### src/rtl/button_press_classifier.sv
// button_press_classifier: turns a debounced button level into
// one-cycle short/long/double press events plus held/busy levels.
//
// Ports:
//   clk          system clock, rising edge
//   reset        asynchronous active-high reset
//   in           debounced button level, synchronous to clk
//   short_press  pulse: single press released, gap window expired
//   long_press   pulse: press reached LONG_CYCLES high samples
//   double_press pulse: second press started inside the gap window
//   held         level: long press still being held
//   busy         level: classifier not idle
module button_press_classifier #(
    parameter int LONG_CYCLES = 25_000_000,
    parameter int GAP_CYCLES  = 12_500_000,
    parameter int CNT_W       = 25
) (
    input  logic clk,
    input  logic reset,
    input  logic in,
    output logic short_press,
    output logic long_press,
    output logic double_press,
    output logic held,
    output logic busy
);

    typedef enum logic [2:0] {
        IDLE,
        PRESS1,
        LONG_HOLD,
        GAP,
        PRESS2
    } state_t;

    localparam logic [CNT_W-1:0] LONG_LAST = CNT_W'(LONG_CYCLES - 1);
    localparam logic [CNT_W-1:0] GAP_LAST  = CNT_W'(GAP_CYCLES - 1);
    localparam logic [CNT_W-1:0] CNT_ONE   = CNT_W'(1);

    state_t           state_q, state_d;
    logic [CNT_W-1:0] cnt_q, cnt_d;

    logic short_d, long_d, double_d, held_d, busy_d;
    logic short_q, long_q, double_q, held_q, busy_q;

    // State register; all outputs are registered here too.
    always_ff @(posedge clk or posedge reset) begin
        if (reset) begin
            state_q  <= IDLE;
            cnt_q    <= '0;
            short_q  <= 1'b0;
            long_q   <= 1'b0;
            double_q <= 1'b0;
            held_q   <= 1'b0;
            busy_q   <= 1'b0;
        end else begin
            state_q  <= state_d;
            cnt_q    <= cnt_d;
            short_q  <= short_d;
            long_q   <= long_d;
            double_q <= double_d;
            held_q   <= held_d;
            busy_q   <= busy_d;
        end
    end

    // Next-state logic. cnt holds the number of samples already seen
    // in the current run, so the limit test uses LIMIT-1 and the
    // counter stops before it could ever pass the limit.
    always_comb begin
        state_d = state_q;
        cnt_d   = cnt_q;
        unique case (state_q)
            IDLE: begin
                if (in) begin
                    state_d = PRESS1;
                    cnt_d   = CNT_ONE;
                end
            end
            PRESS1: begin
                if (!in) begin
                    state_d = GAP;
                    cnt_d   = CNT_ONE;
                end else if (cnt_q == LONG_LAST) begin
                    state_d = LONG_HOLD;
                end else begin
                    cnt_d = cnt_q + CNT_ONE;
                end
            end
            LONG_HOLD: begin
                if (!in) state_d = IDLE;
            end
            GAP: begin
                if (in) begin
                    state_d = PRESS2;
                end else if (cnt_q == GAP_LAST) begin
                    state_d = IDLE;
                end else begin
                    cnt_d = cnt_q + CNT_ONE;
                end
            end
            PRESS2: begin
                if (!in) state_d = IDLE;
            end
            default: begin
                state_d = IDLE;
                cnt_d   = '0;
            end
        endcase
    end

    // Output logic: each pulse is tied to one specific transition,
    // which keeps the three pulses mutually exclusive by construction.
    always_comb begin
        long_d   = (state_q == PRESS1) && (state_d == LONG_HOLD);
        double_d = (state_q == GAP) && (state_d == PRESS2);
        short_d  = (state_q == GAP) && (state_d == IDLE);
        held_d   = (state_d == LONG_HOLD);
        busy_d   = (state_d != IDLE);
    end

    assign short_press  = short_q;
    assign long_press   = long_q;
    assign double_press = double_q;
    assign held         = held_q;
    assign busy         = busy_q;

endmodule

### config.mk
export PLATFORM = sky130hd
export DESIGN_NAME = button_press_classifier
export DESIGN_NICKNAME = d
export VERILOG_FILES = /design/src/rtl/button_press_classifier.sv
export SDC_FILE = /design/constraint.sdc
export NUM_CORES = 1
export LEC_CHECK = 0
export CORE_MARGIN = 1
export CORE_UTILIZATION = 65
export DETAILED_ROUTE_END_ITERATION = 8
export PLACE_DENSITY = 0.85
export SLEW_MARGIN = 20
export SYNTH_ARGS = -nofsm -noshare
export SYNTH_HDL_FRONTEND = slang
export SYNTH_SLANG_ARGS = --single-unit
### constraint.sdc
create_clock -name clk -period 4.2 [get_ports clk]
set_clock_uncertainty 0.15 [all_clocks]
set_input_delay 1.26 -clock clk [delete_from_list [all_inputs] [get_ports clk]]
set_output_delay 1.26 -clock clk [all_outputs]
set_load 0.03 [all_outputs]
==> qor.yml <==
run_status:
  status: "finished clean"
sta:
  final.setup.tns_ns: 0
  hold_viol: 0
  worst_pin_slew_ns: 0.661
  period_needed_ns: 3.37
  fmax_ghz: 0.297
  rsz0062_at_grt: "false"
  relSlewSlack: 0.559
  drv_slew: 0
  fin_ws_ns: 0.834
  fin_crit_sh: 0.802
  finalSetupViolCount: 0
die:
  initial_core_util: 0.701
  die_area_um2: 3280
  core_area_um2: 2830
  die_w_um: 57.3
  io_pins: 8
  rows: 19
  die_y_um: 57.3
route:
  wl_mm: 4.28
  viasPerCell: 6.93
  wl_per_cell_um: 16.8
  drtIter0Drc: 124
  drc_errors: 0
  num_vias: 1760
  dr.pass1.iters: 5
  ant_nets: 0
synthesis:
  synth_area_leaders: "dfrtp_1, a21oi_2, nand2_1"
  synthCells: 216
  synth_area_um2: 1980
  syn_nets: 220
  yosysTopAreaCell: "dfrtp_1"
  ys_seq_area_frac: 0.416
  ys.flop_type: "dfrtp_1"
  synth_edf_count: 0
  ys_ff_latch: 33
  syn_area_per_cell_um2: 9.19
  synth.most_common_cell: "dfrtp_1"
  yosys-top-cells-count: "dfrtp_1, nand2_1, nor2_1, nand3_1"
  synth_cell_type_count: 53
  synth-async-reset-ratio: 1.00
  synthDominantCellAreaShare: 0.416
  yosysWarnings: 0
clock_tree:
  post_cts_buffers: 0
  cts.sinks: 33
  ctsResizeCount: 0
  insertion_delay_ns: 0.34
  clockBufferDepth: 2
  clockRootBuffer: "clkbuf_4"
  cts_tree: "built"
  htree_levels: 2
  postCtsHoldBufs: 0
  clk_pin_slew_worst_paths_ns: 0.10
  cts_buffers: 5
power:
  max-vdd-ir-drop_mv: 0.254
  power_leakage_nw: 0.786
  power_density_nw_per_um2: 431
cells_and_area:
  fin_area_um2: 2090
  seqCellArea_um2: 826
  antennaDiodeCount: 0
  drive_above_1_share: 0.161
  area_growth_pct: 5.49
  fillers: 190
  multi_input_area_um2: 1050
  fin_cells: 254
  nets: 226
  fin_util: 0.740
worst_setup_path:
  cp.arrival_ns: 3.49
  required_ns: 4.32
  crit_fanout: 11
  crit_path_end_kind: "flip-flop"
  startpoint_type: "input pin"
  critPathKind: "input pin to flip-flop"
placement:
  place_area_um2: 2040
  dpl.cell_count: 246
  dp_hpwl_mm: 3.11
  pre_cts_slack_ns: 0.506
  gp_congestion: 0.991
  port_buffers: 7
global_routing:
  grt-ovfl-total: 0
  grt_max_degree: 34
  gr-usage-all-layers: 0.303
  antenna_found_initial: 0
  grt_pass1_wl_mm: 7.65
  grt_pass1_vias: 1657
run:
  maxCapViolCount: 0
hold_path:
  hold_path_class: "flip-flop to flip-flop"
==> area by class of cell <==
| class | count | share of cell area |
|---|---|---|
| Clock buffer | 6 | 0.0197 |
| Clock inverter | 2 | 0.00478 |
| Inverter | 8 | 0.0143 |
| Multi-Input combinational cell | 164 | 0.504 |
| Sequential cell | 33 | 0.395 |
| Tap cell | 31 | 0.0185 |
| Timing Repair Buffer | 10 | 0.0442 |
==> stage by stage <==
step	hold WS (ns)	total power [W]
floorplan	0.358	0.000698
global placement	0.388	0.000719
detailed placement	0.408	0.000733
CTS	0.430	0.000901
global route	0.453	0.000961
finish	0.429	0.000902
==> placed cells by master, fill, tap and decap left out, drive strengths merged, types with 3 or more instances in the layout <==
cell,count
dfrtp,33
inv,8
nand3,15
or3,3
and3,6
nor3,3
nor4,3
o21ai,17
clkbuf,6
nand4,9
or4,9
o31ai,6
and4,3
nand2,20
a21oi,17
clkdlybuf4s50,7
nor2,19
buf,3
==> cells by family (layout without fill, tap and decap cells) <==
group,Yosys count,in the layout,synth area share
DFF,33,33,0.416
AOI/OAI and AO/OA,56,56,0.215
adders and majority gates,1,1,0.00630
xor gates and xnor gates,2,2,0.00883
muxes,1,1,0.00504
buffers and inverters,19,26,0.0523
and+or+nand+nor,104,104,0.296
==> final timing paths <==
kind / start / to / slack (ns) / depth (start not counted)
worst max-delay path: in / cnt_q[20] / 0.83 / 6
worst min-delay path: cnt_q[1] / cnt_q[1] / 0.43 / 2
worst max register to register: cnt_q[0] / cnt_q[20] / 1.39 / 7
worst min register to register: cnt_q[1] / cnt_q[1] / 0.43 / 2
max in group asynchronous: reset / cnt_q[8] / 2.44 / 3
min in group asynchronous: reset / cnt_q[20] / 1.15 / 3
==> power by group <==
part	leakage (nW)	internal [W]	switching (W)
Clock	0.0320	0.0000636	0.000105
Combinational	0.305	0.000104	0.000228
Sequential	0.448	0.000349	0.0000520
Total	0.786	0.000517	0.000384
==> layer usage <==
layer	global-route usage	wire length, um	share of wire
met1	0.422	1790	0.42
met3	0.0658	358	0.084
met5	0	0	0
met4	0.125	97	0.023
met2	0.462	2030	0.48
==> state kept, by name, indices dropped and copies added (netlist names) <==
register,count
held,1
double_press,1
cnt_q,25
long_press,1
state_q,3
busy,1
short_press,1
==> critical path, cell delays in order <==
cell and delay [ns]:
clkdlybuf4s50_1 0.66, nand2_1 0.16, o31a_1 0.33, a311oi_2 0.45, or3b_2 0.50, a21oi_2 0.14
Power figures use the tool's default switching activity.
==> edit (same flow settings) <==
The parameter `CNT_W` goes from 25 to 33.
--- a/src/rtl/button_press_classifier.sv
+++ b/src/rtl/button_press_classifier.sv
@@ -13,7 +13,7 @@
 module button_press_classifier #(
     parameter int LONG_CYCLES = 25_000_000,
     parameter int GAP_CYCLES  = 12_500_000,
-    parameter int CNT_W       = 25
+    parameter int CNT_W       = 33
 ) (
     input  logic clk,
     input  logic reset,
Check against the original RTL: same outputs for any inputs over 10 cycles, from zero or initial values and one cycle with reset high; that may be too few to reach the edited logic, so the function may still have changed.
==> edit against the unedited design <==
- die area up 19%
- global-route usage down 4.0 points
- synthesized area grew 20%
- final cell count grew 15%
- sequential share of layout area grew 0.77 points
- clock power up 88%
- count of clock-buffer cells in the layout fell by 1
- wire length rose by 5.1%
- cell area up 22%
- sequential cell count increased by 8
- worst setup slack lost 7.2 ps
- total power is 22% higher
- critical path type unchanged
==> edit: results (changes against the unedited design) <==
[detailed_routing]
drt-met1-wl_mm = 2.17  ; +21%
wl_met3_um = 183  ; -49%
drt_iter0_drc = 133  ; +7.3%
route.vias.total = 1788  ; +1.6%
dr.pass1.iters = 4  ; -1
wire_per_inst_um = 15.4  ; -8.5%

[hold_path]
hold_depth = 1  ; -1
hold_path_end = cnt_q[0]
worstHoldStart = cnt_q[0]

[global_route]
grt_use_total_pct = 26.3  ; -4.0 points
use_met2_pct = 38.3  ; -7.9 points
grt_pass1_wl_mm = 7.92  ; +3.5%
met3_usage_pct = 4.74  ; -1.8 points
grt_pass1_vias = 1661  ; +0.24%
grt_max_degree = 42  ; +24%
gr-usage-met1_pct = 38.3  ; -3.9 points

[placement]
dp_cells = 284  ; +15%

[cells_and_area]
clkCellAreaFrac_pct = 4.02  ; +1.6 points
final_area_mm2 = 0.00255  ; +22%
drive_gt1_share_pct = 15.4  ; -0.70 points
inv_count = 5  ; -3
seq_share_pct = 40.2  ; +0.77 points
fillers = 242  ; +27%
nFlopsAndLatches = 41  ; +24%
nMultiInputCombCells = 183  ; +12%
top_regs = cnt_q x33, state_q x3

[setup_path]
reg2reg_setup_slack_ps = 1840  ; +450 ps
reg2reg_from = state_q[0]
critPathMaxStageDelay_ps = 590  ; -70 ps
arrival_ps = 3500  ; about the same

[synthesis]
synth-xor-area-share_pct = 8.49  ; +7.6 points
synth_mux_area_share_pct = 0  ; -0.50 points
syn_nets = 243  ; +10%
synth.distinct_cells = 58  ; +9.4%
ys_top_cells_by_area = dfrtp_1, nor2_1, xnor2_1
synth-compound-area-share_pct = 11.0  ; -10 points
synthTopCellsByCount = dfrtp_1, nor2_1, xnor2_1
netlist_area_mm2 = 0.00237  ; +20%
postSynthAreaPerCell_um2 = 9.93  ; +8.0%

[timing]
finalWorstSetupSlack_ps = 826  ; -7.23 ps
tightest_slew_ps = 624  ; -36.5 ps

[clocking]
clk_latency_ps = 360  ; +20 ps

[run_status]
status = complete, no violations

[power]
peakVddDrop_mv = 0.328  ; +29%

## edit: cell count changes after synthesis, moves of 4 or more
cell,before,now
nor2_1,19,35
xnor2_1,2,14
a21oi_2,10,1
xor2_1,0,9
dfrtp_1,33,41
or4_1,8,0
nand2_1,20,13
nand3_1,15,9
o31ai_1,6,1
a21oi_1,7,11
clkbuf_1,7,3
## edit: cells by family (layout without fill, tap and decap cells)
| family | after synthesis | in the layout |
|---|---|---|
| buffers and inverters | 15 | 22 |
| adder cells (fa/ha/maj) | 1 | 1 |
| XOR/XNOR | 23 | 23 |
| AND/OR/NAND/NOR | 120 | 120 |
| flip-flops | 41 | 41 |
| AO/OA/AOI/OAI | 39 | 39 |
## edit: where the power goes
group | internal, mW | switching [mW] | total [mW]
Sequential | 0.429 | 0.0572 | 0.486
Clock | 0.184 | 0.132 | 0.316
Combinational | 0.110 | 0.188 | 0.299
## edit: worst max-delay path: cells and delay by family
family,cells,cell delay (ps)
simple gates,3,1170
buf+inv,1,590
compound gates,2,490
